### src/rtl/video_pkg.sv
// Shared definitions for the pixel filter pipeline: default widths,
// luma weights and the effect-mode encoding.
package video_pkg;

  localparam int DEF_R_W   = 5;
  localparam int DEF_G_W   = 6;
  localparam int DEF_B_W   = 5;
  localparam int DEF_OUT_W = 10;
  localparam int DEF_ACC_W = 29;
  localparam int DEF_CNT_W = 20;

  // BT.601-style weights scaled so they sum to 256
  localparam int LUMA_CR    = 77;
  localparam int LUMA_CG    = 150;
  localparam int LUMA_CB    = 29;
  localparam int LUMA_SHIFT = 8;

  typedef enum logic [2:0] {
    MODE_PASS       = 3'd0,
    MODE_GREY       = 3'd1,
    MODE_INVERT     = 3'd2,
    MODE_THRESH     = 3'd3,
    MODE_R_ONLY     = 3'd4,
    MODE_G_ONLY     = 3'd5,
    MODE_B_ONLY     = 3'd6,
    MODE_INV_THRESH = 3'd7
  } mode_e;

endpackage

### src/rtl/px_expand.sv
// Widens one colour channel by cyclic bit replication so that full-scale
// input maps to full-scale output.
module px_expand #(
  parameter int IN_W  = 5,
  parameter int OUT_W = 10
) (
  input  logic [IN_W-1:0]  in_i,
  output logic [OUT_W-1:0] out_o
);

  for (genvar gi = 0; gi < OUT_W; gi++) begin : g_rep
    assign out_o[gi] = in_i[IN_W-1-((OUT_W-1-gi) % IN_W)];
  end

endmodule

### src/rtl/video_filter_pipe.sv
// Three-stage pixel filter: expand -> luma -> mode mux, with frame-synchronous
// mode/threshold latching and per-frame luminance statistics.
module video_filter_pipe
  import video_pkg::*;
#(
  parameter int R_W   = DEF_R_W,
  parameter int G_W   = DEF_G_W,
  parameter int B_W   = DEF_B_W,
  parameter int OUT_W = DEF_OUT_W,
  parameter int ACC_W = DEF_ACC_W,
  parameter int CNT_W = DEF_CNT_W
) (
  input  logic                   CLOCK_25,
  input  logic                   RST_N,
  input  logic [R_W+G_W+B_W-1:0] PIX_IN,
  input  logic                   IN_VALID,
  input  logic                   IN_HS,
  input  logic                   IN_VS,
  input  logic [2:0]             SEL,
  input  logic [OUT_W-1:0]       THRESH,
  output logic [OUT_W-1:0]       R,
  output logic [OUT_W-1:0]       G,
  output logic [OUT_W-1:0]       B,
  output logic                   OUT_VALID,
  output logic                   OUT_HS,
  output logic                   OUT_VS,
  output logic [ACC_W-1:0]       LUMA_SUM,
  output logic [CNT_W-1:0]       PIX_COUNT,
  output logic                   STAT_VALID
);

  localparam int PIX_W = R_W + G_W + B_W;
  localparam int LW    = OUT_W + LUMA_SHIFT;

  logic [OUT_W-1:0] r_exp, g_exp, b_exp;

  logic [OUT_W-1:0] r1_q, g1_q, b1_q;
  logic             v1_q, hs1_q, vs1_q;
  logic [OUT_W-1:0] r2_q, g2_q, b2_q, y2_q;
  logic             v2_q, hs2_q, vs2_q;
  logic [OUT_W-1:0] r3_q, g3_q, b3_q;
  logic             v3_q, hs3_q, vs3_q;

  logic [OUT_W-1:0] r3_d, g3_d, b3_d, y2_d;
  logic [LW-1:0]    luma_full;

  logic             vs_in_q;
  logic             vs_in_fall;
  mode_e            mode_q;
  logic [OUT_W-1:0] thr_q;
  logic             thr_hit;

  logic [ACC_W-1:0] acc_q, acc_sat;
  logic [CNT_W-1:0] cnt_q, cnt_sat;
  logic [ACC_W:0]   acc_ext;
  logic [CNT_W:0]   cnt_ext;
  logic [OUT_W-1:0] y_add;
  logic [ACC_W-1:0] luma_sum_q;
  logic [CNT_W-1:0] pix_count_q;
  logic             stat_valid_q;
  logic             vs2_fall;

  px_expand #(.IN_W(R_W), .OUT_W(OUT_W)) u_exp_r (
    .in_i  (PIX_IN[PIX_W-1 -: R_W]),
    .out_o (r_exp)
  );

  px_expand #(.IN_W(G_W), .OUT_W(OUT_W)) u_exp_g (
    .in_i  (PIX_IN[G_W+B_W-1 -: G_W]),
    .out_o (g_exp)
  );

  px_expand #(.IN_W(B_W), .OUT_W(OUT_W)) u_exp_b (
    .in_i  (PIX_IN[B_W-1:0]),
    .out_o (b_exp)
  );

  always_comb begin
    luma_full = LW'(LUMA_CR) * LW'(r1_q)
              + LW'(LUMA_CG) * LW'(g1_q)
              + LW'(LUMA_CB) * LW'(b1_q);
    y2_d      = luma_full[LUMA_SHIFT +: OUT_W];
  end

  always_comb begin
    r3_d    = r2_q;
    g3_d    = g2_q;
    b3_d    = b2_q;
    thr_hit = (y2_q >= thr_q);
    case (mode_q)
      MODE_PASS: ;
      MODE_GREY: begin
        r3_d = y2_q;
        g3_d = y2_q;
        b3_d = y2_q;
      end
      MODE_INVERT: begin
        r3_d = ~r2_q;
        g3_d = ~g2_q;
        b3_d = ~b2_q;
      end
      MODE_THRESH: begin
        r3_d = {OUT_W{thr_hit}};
        g3_d = {OUT_W{thr_hit}};
        b3_d = {OUT_W{thr_hit}};
      end
      MODE_R_ONLY: begin
        g3_d = '0;
        b3_d = '0;
      end
      MODE_G_ONLY: begin
        r3_d = '0;
        b3_d = '0;
      end
      MODE_B_ONLY: begin
        r3_d = '0;
        g3_d = '0;
      end
      MODE_INV_THRESH: begin
        r3_d = {OUT_W{~thr_hit}};
        g3_d = {OUT_W{~thr_hit}};
        b3_d = {OUT_W{~thr_hit}};
      end
      default: ;
    endcase
    // Blanking must reach the DAC as black regardless of effect
    if (!v2_q) begin
      r3_d = '0;
      g3_d = '0;
      b3_d = '0;
    end
  end

  always_ff @(posedge CLOCK_25 or negedge RST_N) begin
    if (!RST_N) begin
      r1_q  <= '0;
      g1_q  <= '0;
      b1_q  <= '0;
      v1_q  <= 1'b0;
      hs1_q <= 1'b1;
      vs1_q <= 1'b1;
      r2_q  <= '0;
      g2_q  <= '0;
      b2_q  <= '0;
      y2_q  <= '0;
      v2_q  <= 1'b0;
      hs2_q <= 1'b1;
      vs2_q <= 1'b1;
      r3_q  <= '0;
      g3_q  <= '0;
      b3_q  <= '0;
      v3_q  <= 1'b0;
      hs3_q <= 1'b1;
      vs3_q <= 1'b1;
    end else begin
      r1_q  <= r_exp;
      g1_q  <= g_exp;
      b1_q  <= b_exp;
      v1_q  <= IN_VALID;
      hs1_q <= IN_HS;
      vs1_q <= IN_VS;
      r2_q  <= r1_q;
      g2_q  <= g1_q;
      b2_q  <= b1_q;
      y2_q  <= y2_d;
      v2_q  <= v1_q;
      hs2_q <= hs1_q;
      vs2_q <= vs1_q;
      r3_q  <= r3_d;
      g3_q  <= g3_d;
      b3_q  <= b3_d;
      v3_q  <= v2_q;
      hs3_q <= hs2_q;
      vs3_q <= vs2_q;
    end
  end

  // Syncs idle high, so the edge detector also resets high to avoid a false edge
  assign vs_in_fall = vs_in_q & ~IN_VS;

  always_ff @(posedge CLOCK_25 or negedge RST_N) begin
    if (!RST_N) begin
      vs_in_q <= 1'b1;
      mode_q  <= MODE_PASS;
      thr_q   <= '0;
    end else begin
      vs_in_q <= IN_VS;
      if (vs_in_fall) begin
        mode_q <= mode_e'(SEL);
        thr_q  <= THRESH;
      end
    end
  end

  // vs3_q is vs2_q one cycle later, which gives the stage-2 edge directly
  assign vs2_fall = vs3_q & ~vs2_q;

  always_comb begin
    y_add   = v2_q ? y2_q : '0;
    acc_ext = {1'b0, acc_q} + (ACC_W+1)'(y_add);
    cnt_ext = {1'b0, cnt_q} + (CNT_W+1)'(v2_q);
    acc_sat = acc_ext[ACC_W] ? '1 : acc_ext[ACC_W-1:0];
    cnt_sat = cnt_ext[CNT_W] ? '1 : cnt_ext[CNT_W-1:0];
  end

  always_ff @(posedge CLOCK_25 or negedge RST_N) begin
    if (!RST_N) begin
      acc_q        <= '0;
      cnt_q        <= '0;
      luma_sum_q   <= '0;
      pix_count_q  <= '0;
      stat_valid_q <= 1'b0;
    end else if (vs2_fall) begin
      luma_sum_q   <= acc_sat;
      pix_count_q  <= cnt_sat;
      acc_q        <= '0;
      cnt_q        <= '0;
      stat_valid_q <= 1'b1;
    end else begin
      acc_q        <= acc_sat;
      cnt_q        <= cnt_sat;
      stat_valid_q <= 1'b0;
    end
  end

  assign R          = r3_q;
  assign G          = g3_q;
  assign B          = b3_q;
  assign OUT_VALID  = v3_q;
  assign OUT_HS     = hs3_q;
  assign OUT_VS     = vs3_q;
  assign LUMA_SUM   = luma_sum_q;
  assign PIX_COUNT  = pix_count_q;
  assign STAT_VALID = stat_valid_q;

endmodule

### config.mk
export PLATFORM = sky130hd
export DESIGN_NAME = video_filter_pipe
export DESIGN_NICKNAME = d
export VERILOG_FILES = /design/src/rtl/video_pkg.sv /design/src/rtl/px_expand.sv /design/src/rtl/video_filter_pipe.sv
export SDC_FILE = /design/constraint.sdc
export NUM_CORES = 1
export LEC_CHECK = 0
export ABC_CLOCK_PERIOD_IN_PS = 20400
export CORE_MARGIN = 5
export CORE_UTILIZATION = 45
export DETAILED_ROUTE_END_ITERATION = 10
export PLACE_DENSITY = 0.76
export SLEW_MARGIN = 20
export SYNTH_ARGS = -nofsm -noshare
export SYNTH_HDL_FRONTEND = slang
export SYNTH_SLANG_ARGS = --single-unit
### constraint.sdc
create_clock -name CLOCK_25 -period 20.4 [get_ports CLOCK_25]
set_clock_uncertainty 0.2 [all_clocks]
set_input_delay 2.04 -clock CLOCK_25 [delete_from_list [all_inputs] [get_ports CLOCK_25]]
set_output_delay 2.04 -clock CLOCK_25 [all_outputs]
set_load 0.01 [all_outputs]
==> results <==
- The flow ran to the end, and the final reports show no timing, DRC or antenna violations.
- Derived from the worst setup path, the maximum achievable clock frequency is 133 MHz.
- The number of nets produced by synthesis is 1341.
- The number of setup buffers added after CTS is 0.
- Among all flip-flop cells after synthesis, the most frequent one is sky130_fd_sc_hd__dfrtp_1.
- The share of total power dissipated in sequential elements is 0.247.
- The die span in x is between 150 and 200 um.
- The share of total power dissipated in combinational logic is 0.594.
- The max-cap check violation count is 0.
- The portion of netlist area occupied by mux cells is 0.0126.
- At the pin with the least slew margin, the transition time is 0.926 ns.
- In this run the count of I/O pins placed on the die edge is 117.
- The number of different library cells in the post-synthesis netlist is 56.
- The floorplan step defined a die boundary enclosing 0.0290 mm^2.
- The peak supply drop is about 190 uV.
- The area of the core region is ~0.025 mm^2.
- The number of global-route vias before repair is 8585.
- The number of max-slew violations in the final report is 0.
- The switching share of total power is 0.423.
- Leaving out fill and tap cells, the most frequent cell in the layout is sky130_fd_sc_hd__dfrtp_1.
- The count of buffers added on input and output ports is roughly 120.
- The clock power share is 0.159.
- For this configuration, the core starts out at a cell density of 0.458.
- The startpoint of the most critical hold path is v1_q.
- The type of the worst min-delay path is flip-flop to flip-flop.
- After layout, the minimum clock period comes to approximately 7.5 ns.
- In the final layout, the share of cells above drive strength 1 is 0.0570.
- Summing all non-filler instances in the final layout gives an area of about 0.014 mm^2.
- Internal power comes to 1.18 mW.
- The number of buffer and inverter stages on the critical path is 4.
- The utilization of the core after routing is 0.540.
- In this design, the critical path's most frequently occurring cell is sky130_fd_sc_hd__fa_1.
- Once detail routing completed, the nets flagged for antenna violations numbered 0.
- TritonCTS built the clock tree.
- The root buffer cell is sky130_fd_sc_hd__clkbuf_16.
- Setup repair after global routing left no endpoint under its margin.
- In the routed layout, each cell is associated on average with a via count of about 5.2.
- Counting the fill cells in the layout gives 2143.
- The arrival time of the worst setup path is 7.64 ns.
- The number of warnings issued by yosys is 0.
- The power dissipated by switching net loads is 0.867 mW.
- The vias after detailed routing is between 8000 and 9000.
- Setup violations remaining at the end of the flow were counted as 0.
- The instance count after placement with tap cells included is around 1500.
- The post-route DRC violation count is 0.
- The number of instances in the synthesized netlist is 1122.
- The total of flip-flops plus latches after synthesis is 193.
- The worst setup path is launched from a flip-flop.
- The wire length of the first global-routing pass is 42900 um.
- The standby leakage power is 6.59 nW.
- The launch point of the worst reg-to-reg path is g1_q[7].
- The area growth from synthesis to layout is 18.0%.
- Among all stages on the critical path, the largest delay is contributed by sky130_fd_sc_hd__fa_1.
- The longest individual stage delay on the worst path is 0.55 ns.
- The worst setup path is captured at a flip-flop.
- TritonCTS created 17 clock buffers.
- Entering global routing, the biggest net connects 115 pins.
- After synthesis, the largest family of logic cells by area is adder cells.
- The cell family with the largest share of critical-path delay is adder cells.
- The worst max-slew margin expressed relative to the limit is 0.378.
- The share of the synthesized area in compound gates (AO/OA/AOI/OAI) is 0.109.
- The global-route total usage across every layer is 0.184.
- Summing every instance area after synthesis gives 0.0116 mm^2.
- The setup slack of the worst register-to-register path is 12.86 ns.
- In this run, post-CTS repair resized a total of 0 instances.
- The hold buffer count at CTS is 0.
- The initial antenna violation count is 0.
- The number of antenna diodes in the final layout is 0.
- Of the total synthesized cell area, the portion taken by XOR and XNOR cells is 0.0413.
- The maximum net fanout on the critical path is 8.
- The worst setup path is of the flip-flop to flip-flop kind.
- The CTS clock-pin slew for the worst setup and hold paths is ~0.070 ns.
- The final-report hold violation count came to 0.
- The congestion estimate from routability-driven global placement came to 0.861.
- STA puts the critical path data required time at around 21 ns.
- Each instance of the synthesized netlist takes up on average 10.3 um^2.
- The maximum level of the CTS H-tree is 4.
- Counting flops with an async set or reset pin after synthesis yields a share of 1.00.
- The die span in y is around 170 um.
- The final total power is 2.05 mW.
- The power density over the cells is 150 mW/mm^2.
- The number of detailed-route iterations in the first pass is 5.
- Summed over all layers, the global routing overflow is 0.
- The CTS sink count is between 150 and 200.
- The net count reported at finish is 1453.
- In the final timing run, aggregate negative setup slack is 0 ns.
- Of the available clock period, the critical path in the final layout requires 0.370.
- Yosys mapped a number of flops with a built-in enable equal to 0.
- The floorplan has 58 rows.
- The post-detailed-placement half-perimeter wirelength is 19800 um.
- In this run the deepest clock path goes through 2 buffers.
- The violation count after the first detailed-routing iteration is just over 500.
- The library cells used most frequently in the layout, excluding fill and tap cells, are sky130_fd_sc_hd__dfrtp_1 (187), sky130_fd_sc_hd__inv_1 (145), sky130_fd_sc_hd__clkdlybuf4s50_1 (115).
- Of the total synthesized cell area, the portion taken by full adders, half adders and majority gates is 0.246.
- The origin of the worst setup path is g1_q[7].
- The count of placed standard cells in the final layout, fillers left out is 1576.
- The worst-skew pair later-pin latency is 0.43 ns.
- The portion of the post-synthesis area used by sequential elements is 0.418.
- Wires add up to between 20000 and 30000 um.
- The routed wirelength normalized by instance count is 16.0 um.
- Once placement finished, the instance area stood at 0.0131 mm^2.
- Of the total synthesized cell area, the portion taken by AND, OR, NAND and NOR gates is 0.115.
[cell families after synthesis]
logic type      after synthesis
flops                       193
buf+inv                     174
mux                          14
compound gates              210
fa+ha+maj                   185
xor+xnor                     53
simple gates                293
[worst reg2reg max path: stages, from the launching register on]
cell                       delay [ns]
sky130_fd_sc_hd__dfrtp_1         0.50
sky130_fd_sc_hd__ha_1            0.35
sky130_fd_sc_hd__ha_1            0.29
sky130_fd_sc_hd__fa_1            0.55
sky130_fd_sc_hd__inv_1           0.05
sky130_fd_sc_hd__fa_1            0.51
sky130_fd_sc_hd__inv_1           0.04
sky130_fd_sc_hd__ha_1            0.30
sky130_fd_sc_hd__o21ai_0         0.11
sky130_fd_sc_hd__nor3b_1         0.36
sky130_fd_sc_hd__nor2_1          0.10
sky130_fd_sc_hd__xnor2_1         0.19
sky130_fd_sc_hd__fa_1            0.47
sky130_fd_sc_hd__fa_1            0.52
sky130_fd_sc_hd__inv_1           0.05
sky130_fd_sc_hd__fa_1            0.46
sky130_fd_sc_hd__fa_1            0.54
sky130_fd_sc_hd__inv_1           0.04
sky130_fd_sc_hd__ha_1            0.20
sky130_fd_sc_hd__a21o_1          0.18
sky130_fd_sc_hd__a21oi_1         0.20
sky130_fd_sc_hd__a21boi_0        0.11
sky130_fd_sc_hd__a311o_2         0.41
sky130_fd_sc_hd__o311a_1         0.33
sky130_fd_sc_hd__nor2_1          0.11
sky130_fd_sc_hd__xnor3_1         0.21
[cell usage after synthesis, types with 17 or more instances]
cell type                  count  area [um^2]
sky130_fd_sc_hd__dfrtp_1     187         4680
sky130_fd_sc_hd__inv_1       145          544
sky130_fd_sc_hd__ha_1        114         1430
sky130_fd_sc_hd__nor2_1      100          375
sky130_fd_sc_hd__nand2_1      96          360
sky130_fd_sc_hd__o21ai_0      75          375
sky130_fd_sc_hd__fa_1         71         1420
sky130_fd_sc_hd__a21oi_1      58          290
sky130_fd_sc_hd__xnor2_1      26          228
sky130_fd_sc_hd__xor2_1       26          228
sky130_fd_sc_hd__a31oi_1      25          156
sky130_fd_sc_hd__clkbuf_1     23         86.3
sky130_fd_sc_hd__nand2b_1     17          106
[state kept, by name, indices dropped and copies added (netlist names), 10 cells and up]
signal	count
thr_q	10
y2_q	10
LUMA_SUM	29
G	10
cnt_q	20
acc_q	29
PIX_COUNT	20
B	10
R	10
[through the flow]
stage	hold WS [ns]	setup slack (ns)
floorplan	0.131	13.37
global placement	0.134	13.08
detailed placement	0.136	12.85
CTS	0.153	12.84
global route	0.158	12.40
finish	0.150	12.86
[path summary, 6_finish.rpt]
kind / end / depth (start not counted)
hold / removal: v2_q / 0
setup / recovery: y2_q[9] / 25
max in group asynchronous: G[0] / 2
min in group asynchronous: cnt_q[10] / 1
setup reg to reg: y2_q[9] / 25
hold reg to reg: v2_q / 0
[layer usage]
metal  vias to the layer above  track usage  share of wire
li1                       3937            -              -
met1                      4011        0.227           0.41
met2                       169        0.334           0.53
met3                        35       0.0339          0.045
met4                         0       0.0500          0.024
met5                         -            0              0
[cell type report]
type	instances	area (um^2)	share of cell area
Clock buffer	17	425	0.0312
Clock inverter	14	148	0.0108
Inverter	146	548	0.0402
Multi-Input combinational cell	755	6070	0.445
Sequential cell	193	4840	0.354
Tap cell	330	413	0.0303
Timing Repair Buffer	121	1210	0.0884
[power groups by stage]
stage                     clock [mW]  sequential (mW)  combinational [mW]
after detailed placement           0            0.514                1.21
after global placement             0            0.512                1.16
after global routing           0.346            0.514                1.40
final                          0.325            0.507                1.22
after CTS                      0.332            0.507                1.23
after floorplan                    0            0.511               0.904
Note: power is estimated with default switching activity, not from simulation.
